[src/rtl/multiplier_n_seq.sv]
// multiplier_n_seq: iterative shift-and-add unsigned multiplier, N x N -> 2N.
// One partial-product addition per cycle through adder_n_prefix (Kogge-Stone).
// Issue side: ready/start handshake. Writeback side: valid/ack handshake.
// Optional build macro: MULT_EARLY_TERM_EN (finish as soon as no multiplier
// bits remain, with a final barrel-shift alignment of the product).

module adder_n_prefix #(
  parameter int unsigned N = 32
) (
  input  logic [N-1:0] a,
  input  logic [N-1:0] b,
  input  logic         c_in,
  output logic [N-1:0] sum,
  output logic         c_out
);

  localparam int unsigned L = (N > 1) ? $clog2(N) : 1;

  logic [N-1:0] w_h;
  logic [N-1:0] w_g [0:L];
  logic [N-1:0] w_p [0:L];

  // Parallel-prefix generate/propagate tree; c_in is folded into bit 0's generate
  always_comb begin
    w_h = a ^ b;
    for (int unsigned l = 0; l <= L; l++) begin
      w_g[l] = '0;
      w_p[l] = '0;
    end
    w_g[0]    = a & b;
    w_g[0][0] = (a[0] & b[0]) | (w_h[0] & c_in);
    w_p[0]    = w_h;
    for (int unsigned l = 1; l <= L; l++) begin
      for (int unsigned i = 0; i < N; i++) begin
        if (i >= (32'd1 << (l - 1))) begin
          w_g[l][i] = w_g[l-1][i] | (w_p[l-1][i] & w_g[l-1][i - (32'd1 << (l - 1))]);
          w_p[l][i] = w_p[l-1][i] & w_p[l-1][i - (32'd1 << (l - 1))];
        end else begin
          w_g[l][i] = w_g[l-1][i];
          w_p[l][i] = w_p[l-1][i];
        end
      end
    end
  end

  // Sum bits from half-sums and prefix carries
  always_comb begin
    sum   = w_h ^ {w_g[L][N-2:0], c_in};
    c_out = w_g[L][N-1];
  end

endmodule

module multiplier_n_seq #(
  parameter int unsigned N = 32
) (
  input  logic           clk,
  input  logic           rst_n,
  input  logic           start,
  input  logic [N-1:0]   a,
  input  logic [N-1:0]   b,
  output logic           ready,
  output logic           busy,
  output logic           valid,
  input  logic           ack,
  output logic [2*N-1:0] product
);

  localparam int unsigned CW = (N > 1) ? $clog2(N) : 1;

  typedef enum logic [1:0] {
    IDLE = 2'd0,
    RUN  = 2'd1,
    DONE = 2'd2
  } state_t;

  state_t         r_state;
  state_t         w_next;
  logic [CW-1:0]  r_cnt;
  logic [N-1:0]   r_mcand;
  logic [N-1:0]   r_mplier;
  logic [2*N-1:0] r_prod;
  logic [N-1:0]   w_sum;
  logic           w_cout;
  logic           w_last;
  logic           w_add;

`ifdef MULT_EARLY_TERM_EN
  localparam logic [CW:0] LP_N = (CW+1)'(N);
  logic           w_zero;
  logic [CW:0]    w_shamt;
`endif

  adder_n_prefix #(.N(N)) u_add (
    .a     (r_prod[2*N-1:N]),
    .b     (r_mcand),
    .c_in  (1'b0),
    .sum   (w_sum),
    .c_out (w_cout)
  );

  // Iteration control decodes; mplier[0] always mirrors prod[0] during RUN
  always_comb begin
    w_last = (r_cnt == CW'(N - 1));
    w_add  = r_mplier[0];
`ifdef MULT_EARLY_TERM_EN
    w_zero  = (r_mplier == '0);
    w_shamt = LP_N - {1'b0, r_cnt};
`endif
  end

  // State register
  always_ff @(posedge clk or negedge rst_n) begin
    if (!rst_n) begin
      r_state <= IDLE;
    end else begin
      r_state <= w_next;
    end
  end

  // Next-state logic
  always_comb begin
    w_next = r_state;
    case (r_state)
      IDLE: if (start) w_next = RUN;
      RUN: begin
`ifdef MULT_EARLY_TERM_EN
        if (w_zero || w_last) w_next = DONE;
`else
        if (w_last) w_next = DONE;
`endif
      end
      DONE: if (ack) w_next = IDLE;
      default: w_next = IDLE;
    endcase
  end

  // Handshake outputs decoded from state
  always_comb begin
    ready   = (r_state == IDLE);
    busy    = (r_state == RUN);
    valid   = (r_state == DONE);
    product = r_prod;
  end

  // Datapath: operand capture, one shift-and-add step per RUN cycle
  always_ff @(posedge clk or negedge rst_n) begin
    if (!rst_n) begin
      r_cnt    <= '0;
      r_mcand  <= '0;
      r_mplier <= '0;
      r_prod   <= '0;
    end else begin
      case (r_state)
        IDLE: begin
          if (start) begin
            r_mcand  <= a;
            r_mplier <= b;
            r_prod   <= {{N{1'b0}}, b};
            r_cnt    <= '0;
          end
        end
        RUN: begin
          r_mplier <= r_mplier >> 1;
          r_cnt    <= r_cnt + 1'b1;
`ifdef MULT_EARLY_TERM_EN
          // No multiplier bits left: the accumulator only needs its remaining
          // N-cnt right shifts, done in one step
          if (w_zero) begin
            r_prod <= r_prod >> w_shamt;
          end else if (w_add) begin
            r_prod <= {w_cout, w_sum, r_prod[N-1:1]};
          end else begin
            r_prod <= {1'b0, r_prod[2*N-1:1]};
          end
`else
          if (w_add) begin
            r_prod <= {w_cout, w_sum, r_prod[N-1:1]};
          end else begin
            r_prod <= {1'b0, r_prod[2*N-1:1]};
          end
`endif
        end
        default: ;
      endcase
    end
  end

endmodule

[config.mk]
export PLATFORM = sky130hd
export DESIGN_NAME = multiplier_n_seq
export DESIGN_NICKNAME = d
export VERILOG_FILES = /design/src/rtl/multiplier_n_seq.sv
export SDC_FILE = /design/constraint.sdc
export NUM_CORES = 1
export LEC_CHECK = 0
export ABC_AREA = 1
export CORE_ASPECT_RATIO = 1.2
export CORE_MARGIN = 2
export CORE_UTILIZATION = 41
export CTS_BUF_LIST = sky130_fd_sc_hd__clkbuf_4
export CTS_CLUSTER_DIAMETER = 40
export CTS_CLUSTER_SIZE = 14
export DETAILED_ROUTE_END_ITERATION = 7
export MAX_ROUTING_LAYER = met4
export SETUP_SLACK_MARGIN = 0.2
export SLEW_MARGIN = 20
export SYNTH_ARGS = -nofsm -noshare
export SYNTH_HDL_FRONTEND = slang
export SYNTH_SLANG_ARGS = --single-unit
[constraint.sdc]
create_clock -name clk -period 5.2 [get_ports clk]
set_input_delay 1.3 -clock clk [delete_from_list [all_inputs] [get_ports clk]]
set_output_delay 1.3 -clock clk [all_outputs]
set_load 0.005 [all_outputs]
# Word-level counts from Yosys, hierarchy flattened
# Cells that the tools add are included.
# totals
mem_bits_rw	0
ff_bits	135
latchBits	0
mem_bits_ro	0
n_memories	0
input_bits	68
out_inout_bits	67
# op_classes
add_sub_neg	1
order_cmp	0
n_shift	0
n_eq_ne	6
bitwise_logic	360
n_div	0
n_reduce_logical	5
mul	0
mux	11
# op_table
operator	count
$and A1 B1 Y1	228
$or A1 B1 Y1	129
$mux W64	2
$pmux W64 S2	1
$pmux W32 S2	1
$xor A32 B32 Y32	2
$and A32 B32 Y32	1
$mux W32	1
$pmux W5 S2	1
$mux W2	3
$pmux W2 S3	1
$add A5 B1 Y5 const B	1
$eq A5 B5 Y1 const B	1
$mux W5	1
$ne A2 B1 Y1 const B	2
$reduce_and A2 Y1	2
$reduce_and A3 Y1	1
$eq A2 B1 Y1 const B	1
$eq A2 B2 Y1 const B	1
$logic_not A2 Y1	1
$ne A2 B2 Y1 const B	1
$reduce_bool A2 Y1	1

# Depth between registers and ports, before layout
# logic_depth
depth_word	13
depth_mapped	13
mapped_depth_nobuf	13

# By module
# A second synthesis with hierarchy kept.
# hier_totals
cells_unflattened	1218
area_unflattened_um2	8296.7
# modules_own_cells
mod	area_each_um2	cells_each	instances
multiplier_n_seq	5819.3	698	1
adder_n_prefix	2477.4	520	1

# Worst setup path after synthesis
# No wires, ideal clock.
# synth_path
path_type	register to output
start	register r_state[0]
end	output busy
stages_incl_launch_ff	5
path_slack_ns	2.892
path_buffers	2
t_arrival_ns	1.008
path_cell_list	dfrtp_1 > inv_2 > nor2_4 > buf_2 > buf_2
# synth_via
elab_chain_len	1
# synth_rtl
element	line_no	rtl
start, declared	77	state_t r_state;
start signal, assigned	117	r_state <= w_next;
$eq A2 B1 Y1	141	busy = (r_state == RUN);
end, declared	63	output logic busy,
# Every way passes these cells.

# Final worst setup path
# Same ends and word-level chain as after synthesis.

==> flow_summary_export.csv <==
group,metric,value,unit
logic_synthesis,netlist-cell-type-count,39,
run,drv.max_cap_violation_count,0,
final_layout,final_cell_area,9920,µm²
outcome,outcome,"complete, no violations",
timing,unrepaired_setup_endpoints_after_global_routing,"false",
power,power_density_relative_to_cell_area,721,nW/µm²
final_layout,drive_above_1_share,4.11,%
logic_synthesis,ys_seq_elements,135,
clock_network,clkSlewWorstSetupHoldPaths,140,ps
timing,setup_violations,0,
logic_synthesis,synth_common_cells,"nand2_1 (539), inv_1 (136), dfrtp_1 (135)",
logic_synthesis,synth_sequential_area_ratio,41.7,%
logic_synthesis,synth.cell_area,8100,µm²
global_routing,number_of_antenna_violations_at_the_first_check_in_global_routing,3,
timing,slew-limit-headroom,44.1,%
logic_synthesis,synth_async_sr_flop_share,100,%
clock_network,post_cts.resized_instances,0,
final_layout,final_core_utilization,50.9,%
place,dp.final_hpwl,16100,µm
power,p_leak,5.33,nW
floorplanning,rows,56,
clock_network,cts.root.buffer_cell,"clkbuf_4",
global_routing,met1_usage,29.0,%
logic_synthesis,multiplexer_share_of_the_synthesized_area,0,%
drt,detail_route.vias_per_cell,4.78,
place,globalplace.congestion,0.881,
drt,drc,0,
logic_synthesis,yosysTopAreaCell,"dfrtp_1",
logic_synthesis,synthSimpleGateAreaFrac,37.0,%
clock_network,cts_tree,"yes",
timing,max_freq,323,MHz
logic_synthesis,synth.yosys.warnings,0,
clock_network,cts_post_setup_buffers_inserted,0,
critical_path,worstSetupEndpointType,"output pin",
final_layout,nets,1406,
timing,fin_setup_tns,0,ps
drt,via_count,7549,
timing,finalWorstPathRequiredPeriod,3100,ps
critical_path,setup.worst_path.class,"reg2out",
global_routing,gr-usage-all-layers,22.7,%
floorplanning,design.die.area,20900,µm²
final_layout,syn_to_final_growth,22.5,%
drt,drt-total-wl,22400,µm
logic_synthesis,synth-compound-area-share,5.38,%
clock_network,cts_buffers,17,
critical_path,cp_max_fo,4,
clock_network,htree_num_levels,4,
floorplanning,chipWidth,132,µm
timing,skew,27.6,ps
floorplanning,fp.dieH,158,µm
global_routing,grt_first_pass_wirelength,36700,µm
global_routing,grt_pass1_vias,7278,
logic_synthesis,post_synth_fa_ha_maj_area_fraction,5.50,%
timing,max_slew.worst_pin.slew,838,ps
global_routing,grt.met3_usage,4.42,%
timing,final-hold-violation-count,0,
clock_network,clock_insertion_delay_worst_skew,570,ps
logic_synthesis,synth_enable_flop_cells,0,
drt,drtPass1Iterations,5,
critical_path,cp.arrival,1800,ps
logic_synthesis,yosysMostFrequentCell,"nand2_1",
floorplanning,core_area,19500,µm²
drt,antenna_left,0,
logic_synthesis,netlist_top_cells_area,"dfrtp_1 (42%), nand2_1 (25%), nand3_1 (6.4%), inv_1 (6.3%), ha_1 (5.3%)",
clock_network,cts_buffer_depth,2,
drt,wl_per_cell,14.2,µm
clock_network,hold_buf_count_cts,0,
logic_synthesis,post_synth.cell_area_avg,6.87,µm²
floorplanning,start_util,41.6,%
logic_synthesis,synthXorXnorAreaFrac,1.51,%
logic_synthesis,synth_flop_cell,"dfrtp_1",
critical_path,worst-endpoint-required,3900,ps
timing,timing_max_transition_violations_final,0,
critical_path,critical_path.startpoint_type,"register",
logic_synthesis,largest_family_of_logic_cells_by_synthesized_area,"simple AND/OR/NAND/NOR gates",
worst_hold_path,hold_wc_path_type,"reg2reg",
global_routing,busiest_layer,"met2",
floorplanning,io_pins,135,
final_layout,final.fill_count,2066,
global_routing,grt_use_met2,36.5,%
drt,drt_iter0_markers,380,
place,port-buffer-count,134,
global_routing,grt_max_degree,76,
global_routing,grt-ovfl-total,0,
power,peakVddDrop,0.303,mV
clock_network,cts_sinks,135,
place,detailed_place.area,9630,µm²
logic_synthesis,netlist.area_leader.share,41.7,%
logic_synthesis,synth.net_count,1282,
logic_synthesis,syn_inst,1179,
timing,min_period_over_period,59.6,%
-- stage by stage --
| stage | worst slack [ps] | cells | hold WS (ps) | power (mW) |
|---|---|---|---|---|
| 2_1_floorplan | 2890 | 1179 | 452 | 4.96 |
| 3_3_place_gp | 1590 | 1545 | 466 | 6.42 |
| 3_5_place_dp | 1510 | 1545 | 469 | 6.46 |
| 4_1_cts | 2050 | 1576 | 501 | 7.21 |
| 5_1_grt | 1970 | 1579 | 520 | 7.94 |
| 6_report | 2100 | 1579 | 495 | 7.15 |
-- worst max-delay path, stage by stage (launching register included) --
cell and delay (ps):
dfrtp_1 470, inv_2 70, nor2_4 160, clkdlybuf4s50_1 530
-- cell usage in the layout (no fill, tap or decap), drive strengths merged --
master / Yosys / final
nand2: 544 / 544
inv: 140 / 145
dfrtp: 135 / 135
clkdlybuf4s50: 0 / 133
nand3: 106 / 106
nor2: 79 / 79
ha: 34 / 34
o21ai: 34 / 34
a21oi: 32 / 32
clkbuf: 9 / 17
xor2: 14 / 14
buf: 27 / 8
clkinv: 1 / 7
o22ai: 4 / 4
diode: 0 / 3
nor3: 3 / 3
o211ai: 2 / 2
a21o: 2 / 2
and2: 2 / 2
a22o: 2 / 2
bufinv: 0 / 2
nand3b: 2 / 2
o21bai: 1 / 1
and3: 1 / 1
a211oi: 1 / 1
nand4: 1 / 1
o221ai: 1 / 1
a31o: 1 / 1
fa: 1 / 1
clkinvlp: 0 / 1
-- flip-flops by register name, indices dropped and copies added (netlist names) --
register / cells
product: 64
r_mplier: 32
r_mcand: 32
r_cnt: 5
r_state: 2
-- where the power goes --
group	total, mW	leakage (nW)	internal [mW]	switching [mW]
Sequential	2.03	1.65	1.59	0.442
Clock	0.724	0.149	0.288	0.437
Combinational	4.39	3.54	1.79	2.60
-- layer usage --
metal	up-vias	share of wire [%]
met2	162	46
met5	-	0
li1	3894	-
met4	0	2.3
met3	24	4.7
met1	3469	47
-- cell type report --
class	count	area [µm²]	share of cell area [%]
diodes	3	7.51	0.0757
multi-input cells	867	4000	40.3
flip-flops and latches	135	3380	34.1
clock inverters	14	150	1.51
clock buffers	17	128	1.29
inverters	141	532	5.36
well taps	261	327	3.29
repair buffers	141	1400	14.1
-- kinds of logic (layout without fill, tap and decap cells) --
logic type | count (synthesis) | in the layout
adders and majority gates | 35 | 35
DFF | 135 | 135
AOI/OAI and AO/OA | 80 | 80
xor gates and xnor gates | 14 | 14
and+or+nand+nor | 738 | 738
other | 0 | 3
buffers and inverters | 177 | 313
-- final timing paths --
check | start | endpoint | slack [ps] | cells past startpoint
min reg2reg | r_mplier[29]$_DFFE_PN0P_ | r_mplier[28]$_DFFE_PN0P_ | 490 | 2
max in group asynchronous | rst_n | r_mplier[27]$_DFFE_PN0P_ | 3510 | 2
max | r_state[0]$_DFFE_PN0P_ | busy | 2100 | 3
min | r_mplier[29]$_DFFE_PN0P_ | r_mplier[28]$_DFFE_PN0P_ | 490 | 2
max reg2reg | r_state[0]$_DFFE_PN0P_ | product[36]$_DFFE_PN0P_ | 2650 | 7
min in group asynchronous | rst_n | r_mcand[11]$_DFFE_PN0P_ | 730 | 1
Power figures use the tool's default switching activity.
